[src/rtl/msk_frame_sync.sv]
// MSK frame synchroniser: hunts for an error-tolerant sync word in the hard-bit
// stream, then emits a length-prefixed payload as bytes with SOF/EOF markers.
module msk_frame_sync #(
  parameter int                SW        = 32,
  parameter logic [SW-1:0]     SYNC_WORD = 32'h1ACFFC1D,
  parameter int                MAX_ERR   = 2,
  localparam int               EW        = $clog2(SW + 1)
) (
  input  logic          clk,
  input  logic          reset_n,
  input  logic          bit_i,
  input  logic          bit_valid_i,
  output logic [7:0]    byte_o,
  output logic          byte_valid_o,
  output logic          sof_o,
  output logic          eof_o,
  output logic          sync_det_o,
  output logic [EW-1:0] sync_errs_o,
  output logic          len_err_o,
  output logic          locked_o
);

  typedef enum logic [1:0] {
    S_HUNT    = 2'd0,
    S_LEN     = 2'd1,
    S_PAYLOAD = 2'd2
  } state_t;

  localparam logic [EW-1:0] SW_W   = EW'(SW);
  localparam logic [EW-1:0] MAXE_W = EW'(MAX_ERR);

  state_t        r_state, w_state_n;
  logic [SW-1:0] r_sreg, w_sreg_n;
  logic [EW-1:0] r_fill, w_fill_n;
  logic [2:0]    r_bitcnt, w_bitcnt_n;
  logic [7:0]    r_bytecnt, w_bytecnt_n;
  logic [7:0]    r_len, w_len_n;
  logic [7:0]    r_byte, w_byte_n;
  logic [EW-1:0] r_errs, w_errs_n;
  logic          r_byte_vld, w_byte_vld_n;
  logic          r_sof, w_sof_n;
  logic          r_eof, w_eof_n;
  logic          r_sync_det, w_sync_det_n;
  logic          r_len_err, w_len_err_n;

  logic [SW-1:0] w_shift;
  logic [EW-1:0] w_fill_inc;
  logic [EW-1:0] w_dist;

  function automatic logic [EW-1:0] popcount(input logic [SW-1:0] v);
    logic [EW-1:0] c;
    c = '0;
    for (int unsigned i = 0; i < SW; i++) c = c + EW'(v[i]);
    return c;
  endfunction

  // Distance is taken on the shifted-in value so the hit is seen on the last sync bit.
  assign w_shift    = {r_sreg[SW-2:0], bit_i};
  assign w_fill_inc = (r_fill == SW_W) ? SW_W : r_fill + 1'b1;
  assign w_dist     = popcount(w_shift ^ SYNC_WORD);

  always_comb begin
    w_state_n     = r_state;
    w_sreg_n      = r_sreg;
    w_fill_n      = r_fill;
    w_bitcnt_n    = r_bitcnt;
    w_bytecnt_n   = r_bytecnt;
    w_len_n       = r_len;
    w_byte_n      = r_byte;
    w_errs_n      = r_errs;
    w_byte_vld_n  = 1'b0;
    w_sof_n       = 1'b0;
    w_eof_n       = 1'b0;
    w_sync_det_n  = 1'b0;
    w_len_err_n   = 1'b0;
    if (bit_valid_i) begin
      w_sreg_n = w_shift;
      unique case (r_state)
        S_HUNT: begin
          w_fill_n = w_fill_inc;
          if (w_fill_inc == SW_W && w_dist <= MAXE_W) begin
            w_sync_det_n = 1'b1;
            w_errs_n     = w_dist;
            w_bitcnt_n   = '0;
            w_state_n    = S_LEN;
          end
        end
        S_LEN: begin
          w_bitcnt_n = r_bitcnt + 3'd1;
          if (r_bitcnt == 3'd7) begin
            w_len_n = w_shift[7:0];
            if (w_shift[7:0] == 8'd0) begin
              w_len_err_n = 1'b1;
              w_fill_n    = '0;
              w_state_n   = S_HUNT;
            end else begin
              w_bytecnt_n = '0;
              w_bitcnt_n  = '0;
              w_state_n   = S_PAYLOAD;
            end
          end
        end
        S_PAYLOAD: begin
          w_bitcnt_n = r_bitcnt + 3'd1;
          if (r_bitcnt == 3'd7) begin
            w_byte_vld_n = 1'b1;
            w_byte_n     = w_shift[7:0];
            w_sof_n      = (r_bytecnt == 8'd0);
            w_eof_n      = (r_bytecnt == r_len - 8'd1);
            w_bytecnt_n  = r_bytecnt + 8'd1;
            if (r_bytecnt == r_len - 8'd1) begin
              w_fill_n  = '0;
              w_state_n = S_HUNT;
            end
          end
        end
        default: begin
          w_fill_n  = '0;
          w_state_n = S_HUNT;
        end
      endcase
    end
  end

  always_ff @(posedge clk) begin
    if (!reset_n) begin
      r_state    <= S_HUNT;
      r_sreg     <= '0;
      r_fill     <= '0;
      r_bitcnt   <= '0;
      r_bytecnt  <= '0;
      r_len      <= '0;
      r_byte     <= '0;
      r_errs     <= '0;
      r_byte_vld <= 1'b0;
      r_sof      <= 1'b0;
      r_eof      <= 1'b0;
      r_sync_det <= 1'b0;
      r_len_err  <= 1'b0;
    end else begin
      r_state    <= w_state_n;
      r_sreg     <= w_sreg_n;
      r_fill     <= w_fill_n;
      r_bitcnt   <= w_bitcnt_n;
      r_bytecnt  <= w_bytecnt_n;
      r_len      <= w_len_n;
      r_byte     <= w_byte_n;
      r_errs     <= w_errs_n;
      r_byte_vld <= w_byte_vld_n;
      r_sof      <= w_sof_n;
      r_eof      <= w_eof_n;
      r_sync_det <= w_sync_det_n;
      r_len_err  <= w_len_err_n;
    end
  end

  assign byte_o       = r_byte;
  assign byte_valid_o = r_byte_vld;
  assign sof_o        = r_sof;
  assign eof_o        = r_eof;
  assign sync_det_o   = r_sync_det;
  assign sync_errs_o  = r_errs;
  assign len_err_o    = r_len_err;
  assign locked_o     = (r_state != S_HUNT);

endmodule

[config.mk]
export PLATFORM = sky130hd
export DESIGN_NAME = msk_frame_sync
export DESIGN_NICKNAME = d
export VERILOG_FILES = /design/src/rtl/msk_frame_sync.sv
export SDC_FILE = /design/constraint.sdc
export NUM_CORES = 1
export LEC_CHECK = 0
export ABC_CLOCK_PERIOD_IN_PS = 6200
export CAP_MARGIN = 15
export CORE_MARGIN = 5
export CORE_UTILIZATION = 56
export CTS_BUF_LIST = sky130_fd_sc_hd__clkbuf_8
export CTS_CLUSTER_DIAMETER = 50
export DETAILED_ROUTE_END_ITERATION = 10
export PLACE_DENSITY = 0.83
export SYNTH_ARGS = -nofsm -noshare
export SYNTH_HDL_FRONTEND = slang
export SYNTH_SLANG_ARGS = --single-unit
export TNS_END_PERCENT = 100
[constraint.sdc]
create_clock -name clk -period 6.2 [get_ports clk]
set_clock_uncertainty 0.15 [all_clocks]
set_input_delay 0.62 -clock clk [delete_from_list [all_inputs] [get_ports clk]]
set_output_delay 0.62 -clock clk [all_outputs]
set_load 0.02 [all_outputs]
# Word level (Yosys, flattened, before mapping)
# Cells that the tools add are included.
dict set report totals {
  out_inout_bits 20
  ff_bits 77
}
dict set report op_classes {
  bitwise_logic 1
  n_eq_ne 12
  reduce_logical 18
  addsub 35
  mux 23
  magnitude_cmp 1
}
# cell count
set ops {}
lappend ops {{$add A6 B1 Y6} 26}
lappend ops {{$mux W6} 5}
lappend ops {{$mux W8} 3}
lappend ops {{$not A19 Y19} 1}
lappend ops {{$pmux W6 S3} 1}
lappend ops {{$reduce_and A3 Y1} 6}
lappend ops {{$logic_not A8 Y1} 2}
lappend ops {{$pmux W8 S2} 1}
lappend ops {{$reduce_and A5 Y1} 3}
lappend ops {{$eq A6 B6 Y1 const B} 2}
lappend ops {{$ne A2 B2 Y1 const B} 6}
lappend ops {{$mux W2} 5}
lappend ops {{$mux W3} 3}
lappend ops {{$pmux W3 S3} 1}
lappend ops {{$add A8 B1 Y8 const B} 1}
lappend ops {{$eq A8 B8 Y1} 1}
lappend ops {{$reduce_and A4 Y1} 2}
lappend ops {{$sub A8 B1 Y8 const B} 1}
lappend ops {{$add A5 B1 Y6} 1}
lappend ops {{$add A6 B1 Y6 const B} 1}
lappend ops {{$le A6 B2 Y1 const B} 1}
lappend ops {{$pmux W2 S3} 1}
lappend ops {{$add A4 B1 Y5} 1}
lappend ops {{$add A3 B1 Y4} 1}
lappend ops {{11 further kinds} 14}

# Longest topological paths before layout
dict set report depth {
  depth_word 36
  ltp_mapped 21
  depth_no_buf 21
}

# Least setup slack after synthesis
# Ideal clock, no wire load.
dict set report synth_timing {
  path_type {input to register}
  from {input port bit_i}
  to {register r_bitcnt[1]}
  arrival_time_ps 5896
  stages 21
  n_path_buf 0
  slack_ps 84
  cell_sequence {inv_1 fa_1 inv_1 fa_1 inv_1 fa_1 inv_1 fa_1 fa_1 fa_1 inv_1 ha_1 inv_1 fa_1 inv_1 a2111oi_0 o21ai_0 o41ai_2 nand3b_1 or3_1 a21oi_1}
}
dict set report synth_via {
  elab_chain_len 36
  elab_cells_between_ends 40
  cone_classes {31 x add/sub; 1 x order compare; 1 x eq/ne; 3 x mux; 1 x bitwise; 3 x reduce/logical}
}
# item line
set synth_rtl {}
lappend synth_rtl {{start: declaration} 11} ;# input logic bit_i,
lappend synth_rtl {{$not A19 Y19 (no source line)} -}
lappend synth_rtl {{$add A1 B1 Y2} 53} ;# for (int unsigned i = 0; i < SW; i++) c = c + EW'(v[i]);
lappend synth_rtl {{$add A2 B1 Y3} 53}
lappend synth_rtl {{$add A3 B1 Y4} 53}
lappend synth_rtl {{$add A4 B1 Y5} 53}
lappend synth_rtl {{$add A5 B1 Y6} 53}
lappend synth_rtl {{$add A6 B1 Y6 (26 in a row)} 53}
lappend synth_rtl {{$le A6 B2 Y1} 81} ;# if (w_fill_inc == SW_W && w_dist <= MAXE_W) begin
lappend synth_rtl {{$logic_and A1 B1 Y1} 81}
lappend synth_rtl {{$ne A2 B2 Y1 (no source line)} -}
lappend synth_rtl {{$reduce_and A3 Y1 (no source line)} -}
lappend synth_rtl {{end signal: assignment} 144} ;# r_bitcnt <= w_bitcnt_n;
lappend synth_rtl {{end: declaration} 35} ;# logic [2:0] r_bitcnt, w_bitcnt_n;
# Several ways; a longest one is shown, not always the timed one.
# A chain may end at the register's enable or synchronous reset.

# Worst setup path in the final report
# Ends and elaborated chain as after synthesis.

==> results.md <==
- Fin. Hold Viols: 0
- Mapped Area: 4310 um^2
- Reg2reg setup slack: 0.24 ns
- WHS Endpoint: byte_o[3]$_SDFFE_PN0P_
- Drt pass-1 iters: 5
- Post-synth cell types: 57
- Crit path launch type: input port
- Hold buffers post-CTS: 0
- DP HPWL: 6.19 mm
- Max rail drop VDD: 173 uV
- CTS max path bufs: 2
- Finished Layout Cells: 609
- Top-count cell post-synth: dfxtp_1
- Die extent in x: 97.8 um
- Htree depth: 3
- Yosys warnings: 0
- Slew Viols, Final: 0
- Die span in y: 97.8 um
- Port Buffers: 23
- Reg2Reg Capture Point: r_bitcnt[1]$_SDFFE_PN0P_
- Worst path cell trace: buf_4 -> inv_2 -> fa_1 -> inv_1 -> fa_1 -> inv_1 -> fa_1 -> inv_1 -> fa_1 -> fa_1 -> fa_1 -> inv_1 -> ha_2 -> inv_1 -> fa_1 -> inv_2 -> a2111oi_4 -> o21ai_2 -> o41ai_2 -> nand3b_1 -> or3_1 -> a21oi_1
- Ys async rst share: 0
- Critical path type: in2reg
- TritonCTS buffer count: 9
- Vias in the first global route: 3131
- Reg2Reg Launch Point: r_sreg[20]$_SDFFE_PN0P_
- First-pass GRT wire length: 14.5 mm
- Final Net Count: 548
- Worst EP arrival: 6.10 ns
- Syn Area/Cell: 9.06 um^2
- Largest area contributor in the netlist: dfxtp_1
- R2r worst-path depth: 20
- Fmax: 168 MHz
- Crit-path max cell delay: 0.56 ns
- Net Count, Synth: 522
- Final setup viols: 0
- Dpl ws: -0.832 ns
- Worst-path fanout max: 2
- Main area contributors after synthesis: dfxtp_1, fa_1, mux2i_1
- Setup ws final: 0.237 ns
- Most frequent cells after synthesis: dfxtp_1, inv_1, nand2_1, nor2_1, mux2i_1
- Worst-path clk slew: 0.08 ns
- Max_cap viols: 0
- DP Area: 4640 um^2
- Seq cells post-synth: 77
- Synth-to-Final Area Change: 13.4%
- Die area: 9560 um^2
- Routed WL per cell: 14.2 um
- GRT Residual Overflow: 0
- Design Power: 0.999 mW
- DRT Wirelength: 8.67 mm
- Core area: 7610 um^2
- PwrDens: 204 nW/um^2
- CP max stage cell: fa_1
- Root buffer cell: clkbuf_8
- TritonCTS clock tree: yes
- Leakage: 1.98 nW
- Placed insts: 590
- N_diodes: 0
- Worst-Margin Slew: 1.05 ns
- Post-layout min period: 5.96 ns
- Most frequently used flop master after synthesis: dfxtp_1
- Min-delay src: byte_o[3]$_SDFFE_PN0P_
- Vias post-DR: 3283
- # rows: 32
- Largest net degree at the start of global routing: 58
- Type of destination of the critical path: flop
- EDFF count, synth: 0
- Gr usage total: 0.186
- DRC errors left: 0
- Final ANT Viol Nets: 0
- I/O pin cnt: 24
- Layout cell share with drive strength beyond 1: 0.107
- WHS: 0.312 ns
- Vias per Instance: 5.39
- CP required: 6.34 ns
- Final Instance Area: 4890 um^2
- Hold Crit Class: reg2reg
- Clock Sinks: 77
- Outcome: complete, no violations
- Initial core utilization: 0.567
- Post-synthesis sequential area ratio: 0.357
- Fin util: 0.643
- Final GP Congestion: 0.851
- Syn Inst Count: 476
- Yosys top cell area share: 0.357
- Fin crit share: 0.962
- Crit path top cell by count: fa_1
- Depth of the worst hold-timing path: 2
- TNS Setup: 0 ns
- Clk_lat worst skew: 0.36 ns
- Slew headroom: 0.298
- Initial antenna violation count: 0
- Initial DRC Count: 130
[worst max-delay path: cells and delay by family]
family,cells,cell delay [ns]
AND/OR/NAND/NOR,2,0.53
buffers and inverters,8,0.45
AO/OA/AOI/OAI,4,0.90
adder cells (fa/ha/maj),8,3.61
[layout make-up]
| type | instances | area, um^2 |
|---|---|---|
| fillers | 614 | 2720 |
| well taps | 102 | 128 |
| multi-input cells | 316 | 2450 |
| inverters | 61 | 229 |
| repair buffers | 37 | 328 |
| flip-flops and latches | 77 | 1550 |
| clock buffers | 10 | 138 |
| clock inverters | 6 | 68.8 |
[logic make-up (layout without fill, tap and decap cells)]
kind of cell | Yosys count | in the layout | share of synthesized area
simple gates | 158 | 158 | 0.185
buf+inv | 83 | 114 | 0.0795
flops | 77 | 77 | 0.357
compound gates | 61 | 61 | 0.0925
fa+ha+maj | 42 | 42 | 0.164
mux | 36 | 36 | 0.0835
xor+xnor | 19 | 19 | 0.0386
[how the worst max path moves through the flow]
stage | from | endpoint | slack [ns] | cells after the start
after floorplan | bit_i | r_bitcnt[1]$_SDFFE_PN0P_ | 0.08 | 21
after global routing | r_sreg[25]$_SDFFE_PN0P_ | r_bitcnt[1]$_SDFFE_PN0P_ | -0.005 | 20
after CTS | bit_i | r_bitcnt[1]$_SDFFE_PN0P_ | 0.20 | 22
final | bit_i | r_bitcnt[1]$_SDFFE_PN0P_ | 0.24 | 22
after detailed placement | bit_i | r_bitcnt[1]$_SDFFE_PN0P_ | -0.83 | 22
after global placement | bit_i | r_bitcnt[1]$_SDFFE_PN0P_ | -0.60 | 22
[sequential cells by signal (all words and copies together), names as in the netlist, 2 cells and up]
name	flops
r_len	8
r_sreg	31
r_bytecnt	8
r_bitcnt	3
sync_errs_o	6
r_fill	6
r_state	2
byte_o	8
[cells in the final DEF, fill, tap and decap left out, types with 5 or more instances in the layout]
| master | netlist | routed |
|---|---|---|
| clkbuf_8 | 0 | 10 |
| ha_1 | 18 | 17 |
| nor2_1 | 48 | 48 |
| dfxtp_1 | 77 | 73 |
| a21oi_1 | 27 | 27 |
| mux2i_1 | 36 | 36 |
| buf_4 | 1 | 15 |
| and3_1 | 10 | 10 |
| fa_1 | 24 | 24 |
| clkdlybuf4s50_1 | 0 | 21 |
| nand3_1 | 9 | 9 |
| nor3_1 | 6 | 6 |
| or3_1 | 5 | 5 |
| xnor2_1 | 14 | 14 |
| nand2_1 | 48 | 48 |
| inv_1 | 61 | 58 |
| xor2_1 | 5 | 5 |
| nand4_1 | 5 | 5 |
| o21ai_0 | 7 | 5 |
| nand4b_1 | 5 | 5 |
[routing by layer]
metal | vias up | track usage | wire [um]
met5 | - | 0 | 0
met4 | 0 | 0.0564 | 156
met3 | 15 | 0.0579 | 355
met2 | 58 | 0.336 | 4500
met1 | 1581 | 0.211 | 3650
li1 | 1629 | - | -
[repair_timing]
item / CTS / global route
gates resized for setup: 5 / 14
setup buffers: 1 / 2
endpoints found under the hold margin: 0 / 0
setup endpoints to repair: 12 / 7
pin swaps: 4 / 8
[power by group]
group          total, mW  internal, mW  switching [mW]  leakage (nW)
Sequential         0.498         0.496         0.00258         0.622
Combinational      0.102        0.0449          0.0574          1.25
Clock              0.399         0.200           0.198         0.104
Total              0.999         0.741           0.258          1.98
Note: power is estimated with default switching activity, not from simulation.
